## src/rtl/program_loader_pkg.sv

```systemverilog
// Shared definitions for the program loader: controller states, stream framing
// constants and the state-to-output decode used by the controller.
package program_loader_pkg;

  typedef enum logic [2:0] {
    ST_IDLE,
    ST_HDR0,
    ST_HDR1,
    ST_LOAD,
    ST_RUN,
    ST_DONE
  } state_t;

  localparam int WORD_BYTES = 4;
  localparam int HDR_BYTES  = 2;

  typedef struct packed {
    logic byte_ready;
    logic core_rst;
    logic busy;
    logic done;
  } flags_t;

  // Output flags that hold while the controller sits in state s.
  function automatic flags_t state_flags(input state_t s);
    flags_t f;
    f.byte_ready = (s == ST_HDR0) || (s == ST_HDR1) || (s == ST_LOAD);
    f.core_rst   = (s != ST_IDLE);
    f.busy       = (s != ST_IDLE) && (s != ST_DONE);
    f.done       = (s == ST_DONE);
    return f;
  endfunction

endpackage

```

## src/rtl/program_loader_word_assembler.sv

```systemverilog
// Collects stream bytes little-endian into instruction words and flags the
// transfer that completes each word.
module word_assembler
  import program_loader_pkg::*;
(
  input  logic                      clk,
  input  logic                      rst,
  input  logic                      clear,
  input  logic                      byte_en,
  input  logic [7:0]                byte_in,
  output logic [WORD_BYTES*8-1:0]   word,
  output logic                      word_complete
);

  localparam int WORD_W = WORD_BYTES * 8;

  logic [1:0]        byte_idx;
  logic [WORD_W-1:0] shift_reg;

  // New bytes enter at the top so the first byte ends up in [7:0].
  assign word          = {byte_in, shift_reg[WORD_W-1:8]};
  assign word_complete = byte_en && (byte_idx == 2'(WORD_BYTES - 1));

  always_ff @(posedge clk) begin
    if (!rst || clear) begin
      byte_idx  <= '0;
      shift_reg <= '0;
    end else if (byte_en) begin
      byte_idx  <= byte_idx + 2'd1;
      shift_reg <= word;
    end
  end

endmodule

```

## src/rtl/program_loader.sv

```systemverilog
// Streams a length-prefixed program into a core's instruction memory, then
// releases the core for a fixed number of cycles and records its last result.
module program_loader
  import program_loader_pkg::*;
#(
  parameter int INSTRUCTION_LEN = 32,
  parameter int DATA_LEN        = 64,
  parameter int COUNT_LEN       = 10,
  parameter int RUN_CYCLES      = 256
) (
  input  logic                       clk,
  input  logic                       rst,
  input  logic                       start,
  input  logic [7:0]                 byte_in,
  input  logic                       byte_valid,
  output logic                       byte_ready,
  output logic                       core_rst,
  output logic                       ins_write,
  output logic [INSTRUCTION_LEN-1:0] instruction_in,
  input  logic [DATA_LEN-1:0]        res,
  output logic [DATA_LEN-1:0]        last_res,
  output logic                       busy,
  output logic                       done,
  output logic                       err
);

  localparam int RUN_W = $clog2(RUN_CYCLES + 1);

  state_t                  state;
  state_t                  state_nxt;
  logic [COUNT_LEN-1:0]    count;
  logic [COUNT_LEN-1:0]    hdr_count;
  logic [RUN_W-1:0]        run_cnt;
  logic                    transfer;
  logic                    start_ok;
  logic                    run_expire;
  logic                    asm_en;
  logic                    word_complete;
  logic [WORD_BYTES*8-1:0] word;

  assign transfer   = byte_valid && byte_ready;
  assign start_ok   = start && ((state == ST_IDLE) || (state == ST_DONE));
  assign asm_en     = transfer && (state == ST_LOAD);
  // Header high byte is truncated so bits beyond COUNT_LEN are ignored.
  assign hdr_count  = COUNT_LEN'({byte_in, count[7:0]});
  assign run_expire = !ins_write && (run_cnt == RUN_W'(RUN_CYCLES - 1));

  word_assembler u_word_assembler (
    .clk           (clk),
    .rst           (rst),
    .clear         (start_ok),
    .byte_en       (asm_en),
    .byte_in       (byte_in),
    .word          (word),
    .word_complete (word_complete)
  );

  always_comb begin
    state_nxt = state;
    case (state)
      ST_IDLE, ST_DONE: if (start)         state_nxt = ST_HDR0;
      ST_HDR0:          if (transfer)      state_nxt = ST_HDR1;
      ST_HDR1:          if (transfer)      state_nxt = (hdr_count == '0) ? ST_DONE : ST_LOAD;
      ST_LOAD:          if (word_complete && count == COUNT_LEN'(1)) state_nxt = ST_RUN;
      ST_RUN:           if (run_expire)    state_nxt = ST_DONE;
      default:                             state_nxt = ST_IDLE;
    endcase
  end

  // Flags are registered from the next state so they change with the state.
  always_ff @(posedge clk) begin
    if (!rst) begin
      state          <= ST_IDLE;
      {byte_ready, core_rst, busy, done} <= state_flags(ST_IDLE);
      ins_write      <= 1'b0;
      instruction_in <= '0;
      last_res       <= '0;
      err            <= 1'b0;
      count          <= '0;
      run_cnt        <= '0;
    end else begin
      state     <= state_nxt;
      {byte_ready, core_rst, busy, done} <= state_flags(state_nxt);
      ins_write <= word_complete;

      if (start_ok) begin
        err      <= 1'b0;
        last_res <= '0;
        count    <= '0;
        run_cnt  <= '0;
      end

      if (transfer && state == ST_HDR0)
        count <= COUNT_LEN'(byte_in);

      if (transfer && state == ST_HDR1) begin
        count <= hdr_count;
        if (hdr_count == '0)
          err <= 1'b1;
      end

      if (word_complete) begin
        instruction_in <= INSTRUCTION_LEN'(word);
        count          <= count - COUNT_LEN'(1);
      end

      // The cycle carrying the final write pulse is not part of the run window.
      if (state == ST_RUN && !ins_write) begin
        run_cnt <= run_cnt + RUN_W'(1);
        if (res != '0)
          last_res <= res;
      end
    end
  end

endmodule

```

## config.mk

```make
export PLATFORM = sky130hd
export DESIGN_NAME = program_loader
export DESIGN_NICKNAME = d
export VERILOG_FILES = /design/src/rtl/program_loader_pkg.sv /design/src/rtl/program_loader_word_assembler.sv /design/src/rtl/program_loader.sv
export SDC_FILE = /design/constraint.sdc
export NUM_CORES = 1
export LEC_CHECK = 0
export ABC_AREA = 1
export CAP_MARGIN = 20
export CORE_UTILIZATION = 33
export DETAILED_ROUTE_END_ITERATION = 7
export RECOVER_POWER = 25
export SYNTH_ARGS = -nofsm -noshare
export SYNTH_HDL_FRONTEND = slang
export SYNTH_SLANG_ARGS = --single-unit
```

## constraint.sdc

```tcl
create_clock -name clk -period 2.5 [get_ports clk]
set_clock_uncertainty 0.2 [all_clocks]
set_input_delay 0.5 -clock clk [delete_from_list [all_inputs] [get_ports clk]]
set_output_delay 0.5 -clock clk [all_outputs]
set_load 0.02 [all_outputs]
```

==> out/summary.log <==
qor: cts.post_cts_hold_buffer_count 0
qor: synthesis.synth_area_in_compound_gates 15.5%
qor: cts.clock_tree.htree_level_count 4
qor: synthesis.synthFlopType dfxtp_1
qor: sta.fin_crit_sh 88.1%
qor: power.cell_int_power 3.97 mW
qor: synthesis.synth_sequential_area_ratio 43.4%
qor: cts.clkSinkCount 150
qor: power.seq_power_share 44.2%
qor: power.sw_frac_of_total 27.1%
qor: synthesis.yosys.area_share.simple 28.9%
qor: routing.drtIter0Drc 309
qor: synthesis.yosys.cell_count.top_type nand2_1
qor: cells_and_area.antenna_cells_inserted 0
qor: routing.drc 0
qor: cells_and_area.layout-drive-gt1-share 5.41%
qor: cts.cts_buffers 17
qor: floorplanning.floorplan.rows 52
qor: routing.antenna_left 0
qor: sta.max_freq 454 MHz
qor: worst_setup_path.crit_path_capture_type flop
qor: flow_run.max_cap_violations 0
qor: worst_setup_path.r2r_end last_res[42]
qor: synthesis.parity_gate_share_of_the_synthesized_area_counting_xor_and_xnor_cells 0.507%
qor: floorplanning.floorplan.die.height 147 microns
qor: worst_setup_path.critical_path.reg2reg.startpoint state[1]
qor: worst_hold_path.destination_of_the_worst_hold_path count[7]
qor: sta.rsz0062_at_grt no
qor: grt.global_route.usage.total 18.1%
qor: synthesis.yosysTopAreaCell dfxtp_1
qor: routing.vias_per_cell 4.68
qor: grt.grt_pass1_wl 31500 microns
qor: worst_setup_path.rr_worst_depth 7
qor: sta.maxSlewViolCount 0
qor: synthesis.synth_top_cells_by_area dfxtp_1 43%, nand2_1 12%, nand3_1 8.1%
qor: cells_and_area.stdcell_count 1434
qor: cts.cts_setup_buffers 0
qor: worst_setup_path.maximum_net_fanout_on_the_critical_path 22
qor: routing.totalWireLength 19100 microns
qor: cts.cts_max_path_buffers 2
qor: routing.vias_post_dr 6716
qor: worst_hold_path.worstHoldPathType in2reg
qor: floorplanning.die_width 147 microns
qor: worst_hold_path.hold_sp rst
qor: synthesis.syn-instance-count 990
qor: sta.totalNegativeSetupSlack 0 ps
qor: cts.cts_resized 0
qor: floorplanning.num_io_pins 178
qor: power.power.net_switching 1.48 mW
qor: power.comb_power_share 8.0%
qor: cells_and_area.flow.area_growth_from_synthesis 38.8%
qor: synthesis.synth_top_family_by_area simple AND/OR/NAND/NOR gates
qor: floorplanning.placeableCoreArea 20400 sq um
qor: synthesis.ys_types 33
qor: worst_setup_path.r2r_slack 310 ps
qor: status.outcome finished clean
qor: worst_setup_path.critical_path_required 2610 ps
qor: worst_setup_path.endpoint_arrival_time_on_the_critical_path 2310 ps
qor: synthesis.post_synth_instance_area 6920 sq um
qor: sta.slew_headroom 48.7%
qor: cells_and_area.finish.net_count 1233
qor: cts.worst_skew_late_latency 430 ps
qor: grt.grt_start_max_net_pins 106
qor: grt.grt_remaining_overflow 0
qor: synthesis.yosys_warning_count 0
qor: synthesis.synth_fp_nets 1072
qor: synthesis.async_flop_share 0%
qor: power.share_clk_of_total_power 47.8%
qor: routing.wl_per_cell 13.3 microns
qor: synthesis.yosys-top-cells-count 215 x nand2_1, 150 x dfxtp_1, 125 x nor2_1
qor: synthesis.yosys_register_bits 150
qor: sta.setup_viol_count_final 0
qor: worst_setup_path.worst_setup_path_start_kind input pin
qor: synthesis.multiplexer_area_fraction_after_synthesis 0%
qor: power.power.density 568 nW/um^2
qor: power.max-vdd-ir-drop 0.000494 V
qor: synthesis.post_synth.cell_area_avg 6.99 sq um
qor: sta.tightest_slew 767 ps
qor: synthesis.synthAdderAreaFrac 1.09%
qor: cts.root_buffer clkbuf_16
qor: placed_design.final_wtd_congestion 0.843
qor: floorplanning.die-area 21500 sq um
qor: worst_hold_path.timing.hold.worst_path_depth 3
qor: cts.cts_tree done
qor: synthesis.area_share_of_the_leading_cell_type_in_the_synthesized_netlist 43.4%
qor: synthesis.synth_enable_flop_cells 0
qor: routing.drt-pass1-iter-count 5
qor: grt.grt_pass1_vias 6202
qor: placed_design.portBuffers 177
qor: sta.final_hold_viol_count 0
qor: placed_design.place_hpwl 13500 microns
qor: sta.timing.final.crit_period 2200 ps
qor: cts.cts.reportedPaths.clkPinSlew 70 ps
qor: power.power_leakage 3.91 nW
qor: cells_and_area.largest_register_ffs 64
qor: placed_design.placed_cells_incl_taps 1402
qor: floorplanning.initial_core_utilization 34.0%
qor: worst_setup_path.crit_type in2reg
qor: grt.number_of_antenna_violations_at_the_first_check_in_global_routing 0
==> how the worst max path moves through the flow <==
stage	from	end	slack (ps)	depth (start not counted)
2_1_floorplan	res[60]	last_res[2]	700	10
3_3_place_gp	res[29]	last_res[0]	-130	10
3_5_place_dp	res[31]	last_res[17]	-140	10
4_1_cts	res[31]	last_res[17]	300	10
5_1_grt	byte_valid	instruction_in[4]	130	7
6_report	byte_valid	instruction_in[13]	300	7
==> power by group through the flow <==
stage / Clock (mW) / Combinational [mW] / Sequential (mW)
finish: 2.61 / 0.433 / 2.41
global route: 2.78 / 0.480 / 2.41
CTS: 2.67 / 0.443 / 2.41
detailed placement: 0 / 0.440 / 2.47
global placement: 0 / 0.442 / 2.47
floorplan: 0 / 0.213 / 2.47
==> metrics by stage <==
stage | instance area (sq um) | utilization, % | hold WS (ps) | setup WS (ps) | total power [mW]
detailed placement | 9020 | 44.3 | 253 | -141 | 2.91
global route | 9600 | 47.1 | 185 | 131 | 5.68
finish | 9600 | 47.1 | 169 | 297 | 5.45
CTS | 9650 | 47.4 | 139 | 300 | 5.53
floorplan | 6920 | - | 230 | 701 | 2.69
global placement | 9020 | 44.3 | 248 | -127 | 2.91
==> worst max-delay path: stages <==
cell	delay, ps
dlygate4sd3_1	520
nand2_1	130
nor2_1	210
nand2_1	290
clkbuf_2	420
nand3_1	140
o21ai_0	80
==> layer usage <==
| metal | GRT usage, % | share of wire (%) | vias up | routed length (microns) |
|---|---|---|---|---|
| li1 | - | - | 3480 | - |
| met1 | 24.6 | 48 | 3037 | 9200 |
| met2 | 27.5 | 45 | 172 | 8550 |
| met3 | 4.22 | 4.9 | 27 | 943 |
| met4 | 7.03 | 2.3 | 0 | 440 |
| met5 | 0 | 0 | - | 0 |
==> kinds of logic (layout without fill, tap and decap cells) <==
kind of cell	count (synthesis)	after routing
adder cells (fa/ha/maj)	6	6
buffers and inverters	180	354
AND/OR/NAND/NOR	475	475
AO/OA/AOI/OAI	175	175
flip-flops	150	150
XOR/XNOR	4	4
==> final cells by class <==
class / instances / area [sq um]
tap: 270 / 338
inverter: 119 / 447
timing repair buffer: 203 / 2030
sequential: 150 / 3000
multi-input combinational: 660 / 3160
fill: 2054 / 10800
clock buffer: 17 / 425
clock inverter: 15 / 199
==> cells in the final DEF (no fill, tap or decap), drive strengths merged <==
cell type      count
nand2            217
clkdlybuf4s50    175
dfxtp            150
nor2             131
inv              125
nand3            113
a21boi            64
a21oi             49
o21ai             43
buf               23
clkbuf            21
nand4             10
a211oi             9
clkinv             9
ha                 6
xor2               4
o22ai              4
a31oi              3
nor3               2
o21bai             1
a22oi              1
or2                1
nor3b              1
o211ai             1
dlygate4sd3        1
Power figures use the tool's default switching activity.
